$ cat src/rtl/refclk_seq_pkg.sv
`default_nettype none
// ============================================================================
//  Module      : refclk_seq_pkg
//  Description : Shared types for the refclk CEB sequencer. Holds the 3-bit
//                FSM state encoding and the inclusive pass-band compare used
//                at the end of every measurement window.
//  Revision    : 1.0  initial release
// ============================================================================
package refclk_seq_pkg;

    typedef enum logic [2:0] {
        ST_IDLE    = 3'd0,
        ST_HOLD    = 3'd1,
        ST_SETTLE  = 3'd2,
        ST_MEASURE = 3'd3,
        ST_RUN     = 3'd4,
        ST_FAULT   = 3'd5
    } state_e;

    // Inclusive band check; callers zero-extend their count to 32 bits.
    function automatic logic in_band(input logic [31:0] count,
                                     input logic [31:0] lo,
                                     input logic [31:0] hi);
        return (count >= lo) && (count <= hi);
    endfunction

endpackage
`default_nettype wire

$ cat src/rtl/refclk_edge_sync.sv
`default_nettype none
// ============================================================================
//  Module      : refclk_edge_sync
//  Description : Two-flop synchronizer for the asynchronous ODIV2 input plus
//                one history flop; emits a single-cycle pulse per rising edge.
//  Ports       : clk     - system clock
//                rst     - synchronous active-high reset
//                i_async - asynchronous divided refclk
//                o_pulse - one-cycle rising-edge detect (s2 & ~s3)
//  Revision    : 1.0  initial release
// ============================================================================
module refclk_edge_sync (
    input  logic clk,
    input  logic rst,
    input  logic i_async,
    output logic o_pulse
);

    logic r_s1;
    logic r_s2;
    logic r_s3;

    always_ff @(posedge clk) begin
        if (rst) begin
            r_s1 <= 1'b0;
            r_s2 <= 1'b0;
            r_s3 <= 1'b0;
        end else begin
            r_s1 <= i_async;
            r_s2 <= r_s1;
            r_s3 <= r_s2;
        end
    end

    assign o_pulse = r_s2 & ~r_s3;

endmodule
`default_nettype wire

$ cat src/rtl/refclk_ceb_sequencer.sv
`default_nettype none
// ============================================================================
//  Module      : refclk_ceb_sequencer
//  Description : Gates the GT refclk buffer via CEB for a power-up interval,
//                releases it, then counts ODIV2 rising edges over fixed
//                windows. REFCLK_OK is high while the count stays in band;
//                exhausted retries end in a sticky FAULT.
//  Ports       : CLK        - system clock
//                RST        - synchronous active-high reset
//                ENABLE     - level; low forces IDLE
//                ODIV2_IN   - asynchronous divided refclk from the buffer
//                CEB        - buffer clock-enable, 1 = gated
//                REFCLK_OK  - refclk present and in band (STATE == RUN)
//                FAULT      - sticky retry exhaustion
//                EDGE_COUNT - edge count of the last completed window
//                STATE      - current FSM state encoding
//  Config      : REFCLK_SEQ_STATUS_EN - when defined EDGE_COUNT and STATE are
//                live; otherwise both are tied to 0 and the EDGE_COUNT
//                register is not built.
//  Revision    : 1.0  initial release
// ============================================================================
module refclk_ceb_sequencer
    import refclk_seq_pkg::*;
#(
    parameter int CEB_HOLD_CYCLES = 500,
    parameter int SETTLE_CYCLES   = 64,
    parameter int WINDOW_CYCLES   = 1024,
    parameter int MIN_EDGES       = 240,
    parameter int MAX_EDGES       = 272,
    parameter int RETRY_LIMIT     = 3,
    parameter int EDGE_W          = 16
) (
    input  logic              CLK,
    input  logic              RST,
    input  logic              ENABLE,
    input  logic              ODIV2_IN,
    output logic              CEB,
    output logic              REFCLK_OK,
    output logic              FAULT,
    output logic [EDGE_W-1:0] EDGE_COUNT,
    output logic [2:0]        STATE
);

    // One cycle counter is shared by HOLD, SETTLE and the window.
    localparam int c_CNT_MAX = (CEB_HOLD_CYCLES > SETTLE_CYCLES) ?
                               ((CEB_HOLD_CYCLES > WINDOW_CYCLES) ? CEB_HOLD_CYCLES : WINDOW_CYCLES) :
                               ((SETTLE_CYCLES > WINDOW_CYCLES) ? SETTLE_CYCLES : WINDOW_CYCLES);
    localparam int c_CNT_W   = $clog2(c_CNT_MAX + 1);
    localparam int c_RETRY_W = (RETRY_LIMIT < 1) ? 1 : $clog2(RETRY_LIMIT + 1);

    state_e                 r_state;
    logic [c_CNT_W-1:0]     r_cycle;
    logic [EDGE_W-1:0]      r_edges;
    logic [c_RETRY_W-1:0]   r_retry;
    logic                   r_ceb;
    logic                   r_ok;
    logic                   r_fault;

    logic                   w_pulse;
    logic [EDGE_W-1:0]      w_final;
    logic                   w_pass;
    logic                   w_in_window;
    logic                   w_window_last;

    refclk_edge_sync u_edge_sync (
        .clk     (CLK),
        .rst     (RST),
        .i_async (ODIV2_IN),
        .o_pulse (w_pulse)
    );

    // Running count including this cycle's pulse, saturating at all-ones.
    assign w_final       = (w_pulse && (r_edges != '1)) ? (r_edges + EDGE_W'(1)) : r_edges;
    assign w_pass        = in_band(32'(w_final), 32'(MIN_EDGES), 32'(MAX_EDGES));
    assign w_in_window   = (r_state == ST_MEASURE) || (r_state == ST_RUN);
    assign w_window_last = (r_cycle == c_CNT_W'(WINDOW_CYCLES - 1));

    always_ff @(posedge CLK) begin
        if (RST || !ENABLE) begin
            r_state <= ST_IDLE;
            r_cycle <= '0;
            r_edges <= '0;
            r_retry <= '0;
            r_ceb   <= 1'b1;
            r_ok    <= 1'b0;
            r_fault <= 1'b0;
        end else begin
            case (r_state)
                ST_IDLE: begin
                    r_state <= ST_HOLD;
                    r_cycle <= '0;
                    r_ceb   <= 1'b1;
                end
                ST_HOLD: begin
                    if (r_cycle == c_CNT_W'(CEB_HOLD_CYCLES - 1)) begin
                        r_state <= ST_SETTLE;
                        r_cycle <= '0;
                        r_ceb   <= 1'b0;
                    end else begin
                        r_cycle <= r_cycle + c_CNT_W'(1);
                    end
                end
                ST_SETTLE: begin
                    if (r_cycle == c_CNT_W'(SETTLE_CYCLES - 1)) begin
                        r_state <= ST_MEASURE;
                        r_cycle <= '0;
                        r_edges <= '0;   // pulses seen before the window are dropped
                    end else begin
                        r_cycle <= r_cycle + c_CNT_W'(1);
                    end
                end
                ST_MEASURE, ST_RUN: begin
                    if (w_window_last) begin
                        // Next window (if any) starts on the very next cycle.
                        r_cycle <= '0;
                        r_edges <= '0;
                        if (w_pass) begin
                            r_state <= ST_RUN;
                            r_ok    <= 1'b1;
                            r_retry <= '0;
                        end else if (r_retry == c_RETRY_W'(RETRY_LIMIT)) begin
                            r_state <= ST_FAULT;
                            r_ok    <= 1'b0;
                            r_fault <= 1'b1;
                            r_ceb   <= 1'b1;
                        end else begin
                            r_state <= ST_HOLD;
                            r_ok    <= 1'b0;
                            r_retry <= r_retry + c_RETRY_W'(1);
                            r_ceb   <= 1'b1;
                        end
                    end else begin
                        r_cycle <= r_cycle + c_CNT_W'(1);
                        r_edges <= w_final;
                    end
                end
                ST_FAULT: begin
                    r_state <= ST_FAULT;
                end
                default: begin
                    r_state <= ST_IDLE;
                end
            endcase
        end
    end

    assign CEB       = r_ceb;
    assign REFCLK_OK = r_ok;
    assign FAULT     = r_fault;

`ifdef REFCLK_SEQ_STATUS_EN
    logic [EDGE_W-1:0] r_edge_count;

    // Holds across ENABLE drops; only RST clears the last reported count.
    always_ff @(posedge CLK) begin
        if (RST) begin
            r_edge_count <= '0;
        end else if (ENABLE && w_in_window && w_window_last) begin
            r_edge_count <= w_final;
        end
    end

    assign EDGE_COUNT = r_edge_count;
    assign STATE      = r_state;
`else
    assign EDGE_COUNT = '0;
    assign STATE      = 3'd0;
`endif

endmodule
`default_nettype wire

$ cat config.mk
export PLATFORM = sky130hd
export DESIGN_NAME = refclk_ceb_sequencer
export DESIGN_NICKNAME = d
export VERILOG_FILES = /design/src/rtl/refclk_seq_pkg.sv /design/src/rtl/refclk_edge_sync.sv /design/src/rtl/refclk_ceb_sequencer.sv
export SDC_FILE = /design/constraint.sdc
export NUM_CORES = 1
export LEC_CHECK = 0
export CORE_ASPECT_RATIO = 0.75
export CORE_MARGIN = 1
export CORE_UTILIZATION = 46
export CTS_CLUSTER_SIZE = 24
export DETAILED_ROUTE_END_ITERATION = 6
export DONT_BUFFER_PORTS = 1
export GPL_TIMING_DRIVEN = 0
export PLACE_DENSITY = 0.69
export SYNTH_ARGS = -nofsm -noshare
export SYNTH_HDL_FRONTEND = slang
export SYNTH_SLANG_ARGS = --single-unit
$ cat constraint.sdc
create_clock -name CLK -period 4.1 [get_ports CLK]
set_input_delay 0.205 -clock CLK [delete_from_list [all_inputs] [get_ports CLK]]
set_output_delay 0.205 -clock CLK [all_outputs]
set_load 0.05 [all_outputs]
==> results list, run 1 <==
* Result of the run: finished clean
* Post-cts sizing count: 0
* Max Clk Rate: 331 MHz
- Count of input and output buffers: 0
* Launch instance of the worst min-delay path: ODIV2_IN
- Placement row count: 23
- The analysis attributes to net switching a power of roughly 0.20 mW.
- VDD sags by at most between 0.15 and 0.2 mV.
- The analysis attributes to cell leakage a power of a little over 1 nW.
- The internal portion of the total power is about 0.53 mW.
- Count of H-tree levels built during CTS: 2
- Top sig layer: met4
- Entering global routing, the biggest net connects 12 pins.
* GRT Total Usage: 21.9%
- Critical path start-end classification: flop to flop
* Number of antenna violations at the first check in global routing: 0
* Vias in the first global route: 2,082
* Layout overhead on the synthesized area: 9.81%
- Switching part of the total: about 27%
- At the end of routability-driven placement, the weighted congestion stood at a little over 0.9.
- Clock Path Buffers: 2
- The Yosys step of the flow raised 0 warnings.
- Sequential cells were found to cover approximately 28% of the synthesized design area.
- Data on the critical path arrives at its endpoint at about 3.2 ns.
* Clock Skew: 0.00655 ns
* Kind of launch point of the worst setup path: flop
- Total count of hold-check failures in the final report: 0
- DRT met1 WL: 3370 µm
- In the final timing run, aggregate negative setup slack is 0 ns.
- Area of the core: ~5500 µm²
- Filler cell count: about 540
* Worst Hold Depth: 1
- R2R depth: 9
* RR Startpoint: r_cycle[0]
- Slew Limit Fails: 0
* Routed len/inst: ~15 µm
- After clock tree synthesis, the clock-pin slew on the worst setup and hold paths is 0.07 ns.
* Most used cells in the layout excluding fill and tap cells: sky130_fd_sc_hd__dfxtp_1 (38), sky130_fd_sc_hd__o21ai_0 (28), sky130_fd_sc_hd__nor2_1 (26), sky130_fd_sc_hd__buf_4 (22), sky130_fd_sc_hd__nand2_1 (22)
* Non-filler cells, final: around 430
- Global routing finished with a remaining overflow of 0.
- Slew Limit Headroom: 44.5%
- Tightest Hold Check Type: input pin to flop
- Setup repair after global routing left no endpoint under its margin.
* Number of setup violations in the final report: 0
* Area share of the largest cell type after synthesis: between 20 and 30%
- Final critical path time including I/O delays and setup: about 3.0 ns
- Die width: between 90 and 100 µm
- Synth async-reset ratio: 0%
* Post-place instance area: approximately 2800 µm²
- Number of instances in the synthesized netlist: around 330
- Post-synthesis cell area: ~2700 µm²
- Detailed routing inserted a total of 2,497 vias.
* Die extent in y: 68.1 µm
- After detailed placement, the design holds a cell count of 425.
- The library cell used most frequently in the layout, excluding fill and tap cells, is sky130_fd_sc_hd__dfxtp_1.
* P per Cell Area: 247 nW/µm²
- Die area: 6140 µm²
* Post-synthesis sequential element count: 38
* Worst-case hold path end point: u_edge_sync.r_s1
- The worst path uses roughly 74% of the clock period.
* Least-Margin Pin Slew: between 0.8 and 0.9 ns
- For flop-to-flop paths, the worst setup slack is roughly 1.1 ns.
* Largest fanout of any net on the critical path: 10
- Area leader, netlist: sky130_fd_sc_hd__dfxtp_1
* Clock latency on the worst-skew pair: roughly 0.29 ns
* Most area-consuming cells after synthesis: sky130_fd_sc_hd__dfxtp_1 (28%), sky130_fd_sc_hd__buf_4 (6.2%), sky130_fd_sc_hd__o21ai_0 (5.2%)
- Number of clock sinks: 38
- The pre-antenna-repair detailed-routing pass consisted of 5 iterations.
- Total detailed-routing wirelength: 6470 µm
- First-iteration detailed-routing DRC count: 190
- Cells fill a little over half of the core in the end.
- In this run, CTS created clock tree buffers numbering 5.
* Sequential cell area: between 700 and 800 µm²
- Summing all multi-input logic gate instances after layout gives about 1700 µm².
- Nets@finish: 365
* Power share of the clock group: about 37%
- Distinct cells, synth: 70
- Met3 WL post-DR: ~370 µm
- Final design instance area without fill: between 2000 and 3000 µm²
* Sequential share of power: between 50% and 60%
- Max-Cap Viols: 0
- Part of the total power dissipated in combinational logic: a little under an eighth
- Antenna diode instance count: 0
- The first global-routing pass estimated about 11,000 µm of wire.
- CTS tree: done
- Average via count per standard cell: 5.75
- Endpoint of the most critical register-to-register path: r_edges[12]
* Residual antenna-violating net count after detailed routing: 0
- In this run, synthesis inferred 0 flip-flops with an integrated enable.
- Detailed routing placed a total of 2660 µm of wire on met2.
- Starting Density: about half
- Kind of capture point of the worst setup path: flop
* Number of ports placed on the die boundary: 26
- Ys flop type: sky130_fd_sc_hd__dfxtp_1
* Data required time at the worst endpoint: roughly 4.3 ns
* Hold slack: 0.0750 ns
- Layout cell share with drive strength beyond 1: roughly 16%
* Remaining design rule violation count: 0
* Dpl hpwl: about 4600 µm
- Average cell area after synthesis: between 8 and 9 µm²
* Master cell of the clock root buffer: sky130_fd_sc_hd__clkbuf_8
==> logic make-up after synthesis <==
logic type,Yosys count,synth area share [%]
fa+ha+maj,3,1.40
flops,38,28.4
mux,3,1.12
buf+inv,50,10.5
simple gates,134,29.5
compound gates,97,27.0
other cells,1,0.140
xor+xnor,6,1.96
==> registers in the layout, indices dropped and copies added (netlist names) <==
register / cells
r_edges: 16
r_cycle: 11
r_state: 3
r_retry: 2
CEB: 1
FAULT: 1
REFCLK_OK: 1
u_edge_sync.r_s1: 1
u_edge_sync.r_s2: 1
u_edge_sync.r_s3: 1
==> layer usage <==
| metal | up-vias | track usage, % |
|---|---|---|
| li1 | 1261 | - |
| met1 | 1148 | 32.5 |
| met2 | 80 | 32.6 |
| met3 | 8 | 3.67 |
| met4 | 0 | 5.44 |
| met5 | - | 0 |
==> through the flow <==
stage / worst slack [ns] / total power, mW
3_3_place_gp: 1.17 / 0.462
5_1_grt: 0.813 / 0.753
4_1_cts: 1.15 / 0.728
3_5_place_dp: 1.18 / 0.462
2_1_floorplan: 1.67 / 0.454
6_report: 1.08 / 0.725
==> area by class of cell <==
cell class / count / area share [%]
Clock inverter: 1 / 0.170
Tap cell: 75 / 3.19
Buffer: 44 / 8.80
Multi-Input combinational cell: 262 / 57.9
Timing Repair Buffer: 1 / 0.340
Clock buffer: 7 / 2.93
Inverter: 6 / 0.766
Sequential cell: 38 / 25.9
==> worst max-delay path, stage by stage, from the launching register on <==
cell and delay, ns:
sky130_fd_sc_hd__dfxtp_1 0.37, sky130_fd_sc_hd__ha_1 0.24, sky130_fd_sc_hd__and4_1 0.20, sky130_fd_sc_hd__clkbuf_1 0.25
sky130_fd_sc_hd__a41oi_1 0.25, sky130_fd_sc_hd__o21ai_0 0.72, sky130_fd_sc_hd__clkbuf_1 0.46, sky130_fd_sc_hd__o21ai_0 0.17
sky130_fd_sc_hd__a21oi_1 0.18, sky130_fd_sc_hd__nor2_1 0.05
==> synthesized netlist by cell type (2+ instances only) <==
master                      n
sky130_fd_sc_hd__dfxtp_1   38
sky130_fd_sc_hd__o21ai_0   28
sky130_fd_sc_hd__nor2_1    26
sky130_fd_sc_hd__buf_4     22
sky130_fd_sc_hd__nand2_1   22
sky130_fd_sc_hd__a21oi_1   19
sky130_fd_sc_hd__clkbuf_1  13
sky130_fd_sc_hd__nand3_1   11
sky130_fd_sc_hd__and3_1     9
sky130_fd_sc_hd__nand4_1    9
sky130_fd_sc_hd__nor3_1     9
sky130_fd_sc_hd__nor3b_1    8
sky130_fd_sc_hd__buf_2      7
sky130_fd_sc_hd__a31oi_1    6
sky130_fd_sc_hd__inv_1      6
sky130_fd_sc_hd__nand3b_1   5
sky130_fd_sc_hd__nor2b_1    5
sky130_fd_sc_hd__xnor2_1    5
sky130_fd_sc_hd__a311oi_1   4
sky130_fd_sc_hd__or3_1      4
sky130_fd_sc_hd__a22oi_1    3
sky130_fd_sc_hd__a41oi_1    3
sky130_fd_sc_hd__and4_1     3
sky130_fd_sc_hd__ha_1       3
sky130_fd_sc_hd__mux2i_1    3
sky130_fd_sc_hd__nand2b_1   3
sky130_fd_sc_hd__nand4_2    3
sky130_fd_sc_hd__nor4_1     3
sky130_fd_sc_hd__a211oi_1   2
sky130_fd_sc_hd__a21boi_0   2
sky130_fd_sc_hd__a22o_1     2
sky130_fd_sc_hd__a32oi_1    2
sky130_fd_sc_hd__and2_1     2
sky130_fd_sc_hd__clkbuf_2   2
sky130_fd_sc_hd__nor4b_1    2
sky130_fd_sc_hd__o211ai_1   2
sky130_fd_sc_hd__o21a_1     2
sky130_fd_sc_hd__o21ai_1    2
==> worst max-delay path by stage <==
stage	from	endpoint	slack, ns	cells after the start
after floorplan	r_edges[1]	r_retry[1]	1.67	8
after global placement	r_cycle[0]	r_edges[12]	1.17	9
after detailed placement	r_cycle[0]	r_edges[12]	1.18	9
after CTS	r_cycle[0]	r_edges[12]	1.15	9
after global routing	r_cycle[0]	r_edges[8]	0.81	9
final	r_cycle[0]	r_edges[12]	1.08	9
==> power groups by stage <==
stage | Clock [mW] | Combinational, mW | Sequential [mW]
6_report | 0.270 | 0.0830 | 0.372
5_1_grt | 0.292 | 0.0885 | 0.373
4_1_cts | 0.274 | 0.0822 | 0.372
3_5_place_dp | 0 | 0.0808 | 0.381
3_3_place_gp | 0 | 0.0809 | 0.381
2_1_floorplan | 0 | 0.0733 | 0.381
==> repair_timing <==
item	4_1_cts	5_1_grt
setup endpoints to repair	0	0
buffers inserted	0	0
endpoints found under the hold margin	3	0
hold buffers	1	0
(Power assumes the default switching activity.)
==> run 2: changes to the inputs <==
ABC_AREA = 1   (was unset)
clock period = 3.1 ns   (was 4.1 ns; I/O delays follow)
==> results list, run 2 <==
- The flow ran to the end, and the final reports show no timing, DRC or antenna violations.
* Launch instance of the worst min-delay path: RST
- Number of vias in the routed layout: 2,487 (-0.40%)
* Placement row count: 23 (unchanged)
- CTS Buf Count: 5 (unchanged)
* Most area-consuming cells after synthesis: sky130_fd_sc_hd__dfxtp_1 (30%), sky130_fd_sc_hd__nand2_1 (21%), sky130_fd_sc_hd__inv_1 (7.7%)
* Hold slack: 0.209 ns (+0.134 ns)
* Wire length of the first global-routing pass: 9780 µm (-7.4%)
- Switching part of the total: 30.7% (+3.6 points)
* Distinct cells, synth: 30 (-57%)
- The critical path is of the flop to flop type.
- The clock network power share was 33.7% (-3.5 points).
* Count of H-tree levels built during CTS: 2 (unchanged)
* Area leader, netlist: sky130_fd_sc_hd__dfxtp_1
* Most common library cell in the layout ignoring fill and taps: sky130_fd_sc_hd__nand2_1
- The tree is rooted in a sky130_fd_sc_hd__clkbuf_8.
* Ys flop type: sky130_fd_sc_hd__dfxtp_1
* Data required time at the worst endpoint: 3.29 ns (-0.97 ns)
- Internal power: 0.685 mW (+29%)
- Worst Hold Depth: 2 (+1)
* Seq/Total Area, Yosys: 29.8% (+1.4 points)
* Pin count of the biggest net entering global routing: 12 (unchanged)
- R2R depth: 17 (+8)
- Slack of the critical path: 0.664 ns (-0.415 ns)
* Starting Density: 47.6% (-1.4 points)
* Most used cells in the layout excluding fill and tap cells: sky130_fd_sc_hd__nand2_1 (145), sky130_fd_sc_hd__inv_1 (52), sky130_fd_sc_hd__nor2_1 (47), sky130_fd_sc_hd__dfxtp_1 (38), sky130_fd_sc_hd__a21oi_1 (30)
- The critical path's largest stage delay was 0.41 ns (-0.31 ns).
- The register clock-pin slew on the reported worst setup and hold paths was 0.08 ns (about the same).
* Endpoint of the most critical register-to-register path: r_retry[0]
- The async set or reset register ratio after synthesis came to 0% (unchanged).
- The number of hold-slack violations in the final timing report came to 0 (unchanged).
* Post-place setup slack: 0.677 ns (-0.503 ns)
- Post-synthesis sequential element count: 38 (unchanged)
* Sequential share of power: 50.7% (-0.6 points)
- EDFF count, synth: 0 (unchanged)
* Antenna diode instance count: 0 (unchanged)
- Part of the total power dissipated in combinational logic: 15.6% (+4.2 points)
- Least-Margin Pin Slew: 0.850 ns (+0.0268 ns)
- The via-per-instance ratio is 4.76 (-17%).
- The DRC marker count from the first detailed-route iteration was 166 (-13%).
* Total power: 0.987 mW (+36%)
- The clock latency reported for the late side of the worst-skew pair came to 0.29 ns (about the same).
- Tightest Hold Check Type: input pin to flop
* Die extent in y: 66.5 µm (-2.4%)
- The largest registers in the layout are r_edges: 16 flops, r_cycle: 11 flops, r_state: 3 flops.
- The post-synthesis instance total is 420 (+27%).
- Setup repair after global routing left no endpoint under its margin.
- The number of buffers added on ports was 0 (unchanged).
- Clock Skew: 0.00450 ns (-0.00204 ns)
- CTS tree: done
- The number of antenna violations at the first check in global routing came to 0 (unchanged).
- Area share of the largest cell type after synthesis: 29.8% (+1.4 points)
* Top reg by flops: r_edges
- Kind of capture point of the worst setup path: flop
* GRT Total Usage: 22.0% (+0.12 points)
* Vias in the first global route: 2,140 (+2.8%)
- Slew Limit Fails: 0 (unchanged)
* Clock Path Buffers: 2 (unchanged)
* Routed len/inst: 11.2 µm (-25%)
* Final critical path time including I/O delays and setup: 2.44 ns (-0.585 ns)
* Largest voltage drop on the vdd net: 0.312 mV (+100%)
- The leakage dissipation came to 1.21 nW (+18%).
* Residual antenna-violating net count after detailed routing: 0 (unchanged)
- The I/O pin total is 26 (unchanged).
- The clock net sink count is 38 (unchanged).
- After synthesis, the most frequently instantiated cells are sky130_fd_sc_hd__nand2_1 (145), sky130_fd_sc_hd__inv_1 (52), sky130_fd_sc_hd__nor2_1 (47), sky130_fd_sc_hd__dfxtp_1 (38), sky130_fd_sc_hd__a21oi_1 (30).
- Synth Warn #: 0 (unchanged)
* Most used cell along the critical path: sky130_fd_sc_hd__nand2_2
- Die area: 5850 µm² (-4.7%)
- Critical-path cell list: ha_1, nand3_1, nor2_2, nand2_2, nand2_2, buf_6, nand2_1, nand2_2, nand2_1, nor2_1, nor2_1, nor2_2, nand2_2, nand2_4, nand3_1, nand2_1, nor2_1
* Net switching power figure: 0.303 mW (+54%)
* Count of TritonRoute iterations in the first routing pass: 5 (unchanged)
- The mean post-synth cell area is 6.07 µm² (-25%).
- Largest register FFs: 16 (unchanged)
- The post-route DRC violation count was 0 (unchanged).
* Slowest CP cell: sky130_fd_sc_hd__dfxtp_1
- Post-Route Utilization: 52.5% (-1.3 points)
- The placer congestion estimate is 0.836 (-8.1%).
- Layout cell share with drive strength beyond 1: 10.1% (-6.1 points)
- Nets@finish: 454 (+24%)
* Area of the core: 5350 µm² (-2.1%)
- Kind of launch point of the worst setup path: flop
- Max Clk Rate: 410 MHz (+24%)
- The number of instances resized during post-cts repair was 0 (unchanged).
- RR Startpoint: r_edges[0]
- The count of endpoints failing setup in the final report is 0 (unchanged).
- Slew Limit Headroom: 43.1% (-1.4 points)
- The final worst-path cycle share is 78.6% (+4.9 points).
* Post-synthesis cell area: 2550 µm² (-4.9%)
- Total detailed-routing wirelength: 5830 µm (-9.9%)
- Dpl hpwl: 4440 µm (-3.8%)
* Max-Cap Viols: 0 (unchanged)
* GR Overflow Total: 0 (unchanged)
- The slack of the worst reg-to-reg path came to 0.66 ns (-0.42 ns).
* P per Cell Area: 351 nW/µm² (+43%)
- Die width: 88.0 µm (-2.4%)
* Setup TNS Final: 0 ns (unchanged)
* Layout overhead on the synthesized area: 10.2%
* Most common cell in the netlist: sky130_fd_sc_hd__nand2_1
* CP Data Arrival Time: 2.62 ns (-0.56 ns)
- The path with the worst hold slack has its endpoint at CEB.
- Largest fanout of any net on the critical path: 10 (unchanged)
-- run 2: changes by cell type in the layout (fill, tap and decap cells not counted), moves of 10 or more --
cell                       delta
sky130_fd_sc_hd__clkbuf_1    -10
sky130_fd_sc_hd__o21ai_0     -22
sky130_fd_sc_hd__nor2_1      +21
sky130_fd_sc_hd__a21oi_1     +11
sky130_fd_sc_hd__nand2_1    +123
sky130_fd_sc_hd__inv_1       +46
sky130_fd_sc_hd__nand3_1     +10
-- run 2: critical path: cells and delay by family, from the launching register on --
| family | cells | cell delay (ns) |
|---|---|---|
| simple gates | 15 | 1.49 |
| flops | 1 | 0.41 |
| buf+inv | 1 | 0.14 |
| fa+ha+maj | 1 | 0.28 |
-- run 2: what timing repair did --
| action | CTS | global route |
|---|---|---|
| endpoints found under the hold margin | 3 | 0 |
| setup buffers | 0 | 0 |
| hold buffers | 2 | 0 |
-- run 2: cell type report --
cell class	count	area, µm²
Fill cell	541	2540
Multi-Input combinational cell	320	1470
Sequential cell	38	761
Inverter	55	206
Buffer	25	180
Tap cell	75	93.8
Clock buffer	5	68.8
Timing Repair Buffer	2	20.0
Clock inverter	2	10.0
-- run 2: routing by layer --
| layer | track usage [%] | part of all wire [%] |
|---|---|---|
| met5 | 0 | 0 |
| met3 | 3.97 | 4.5 |
| met1 | 31.0 | 52 |
| met2 | 34.8 | 43 |
| met4 | 4.92 | 0.65 |
-- run 2: cell families (layout without fill, tap and decap cells) --
group,Yosys count,after routing,synth area share [%]
simple gates,241,241,39.7
buf+inv,80,89,15.2
compound gates,46,46,9.92
flops,38,38,29.8
xor+xnor,11,11,3.78
fa+ha+maj,3,3,1.47
other cells,1,19,0.147
-- run 2: worst max-delay path by stage --
| stage | from | end | slack (ns) | cells past startpoint |
|---|---|---|---|---|
| 2_1_floorplan | r_edges[0] | r_retry[0] | 1.03 | 17 |
| 3_3_place_gp | r_edges[0] | r_retry[0] | 0.71 | 17 |
| 3_5_place_dp | r_edges[0] | r_retry[0] | 0.68 | 17 |
| 4_1_cts | r_edges[0] | r_retry[0] | 0.66 | 17 |
| 5_1_grt | r_cycle[0] | r_edges[11] | 0.32 | 11 |
| 6_report | r_edges[0] | r_retry[0] | 0.66 | 17 |
-- run 2: per-stage QoR --
stage	area, µm²	instances
floorplan	2620	438
global placement	2710	513
detailed placement	2710	513
CTS	2810	522
global route	2810	522
finish	2810	522
-- run 2: power by group through the flow --
stage / Combinational (mW) / Sequential [mW] / Clock, mW
2_1_floorplan: 0.129 / 0.511 / 0
3_3_place_gp: 0.148 / 0.512 / 0
3_5_place_dp: 0.149 / 0.512 / 0
4_1_cts: 0.152 / 0.501 / 0.340
5_1_grt: 0.168 / 0.502 / 0.362
6_report: 0.154 / 0.501 / 0.333
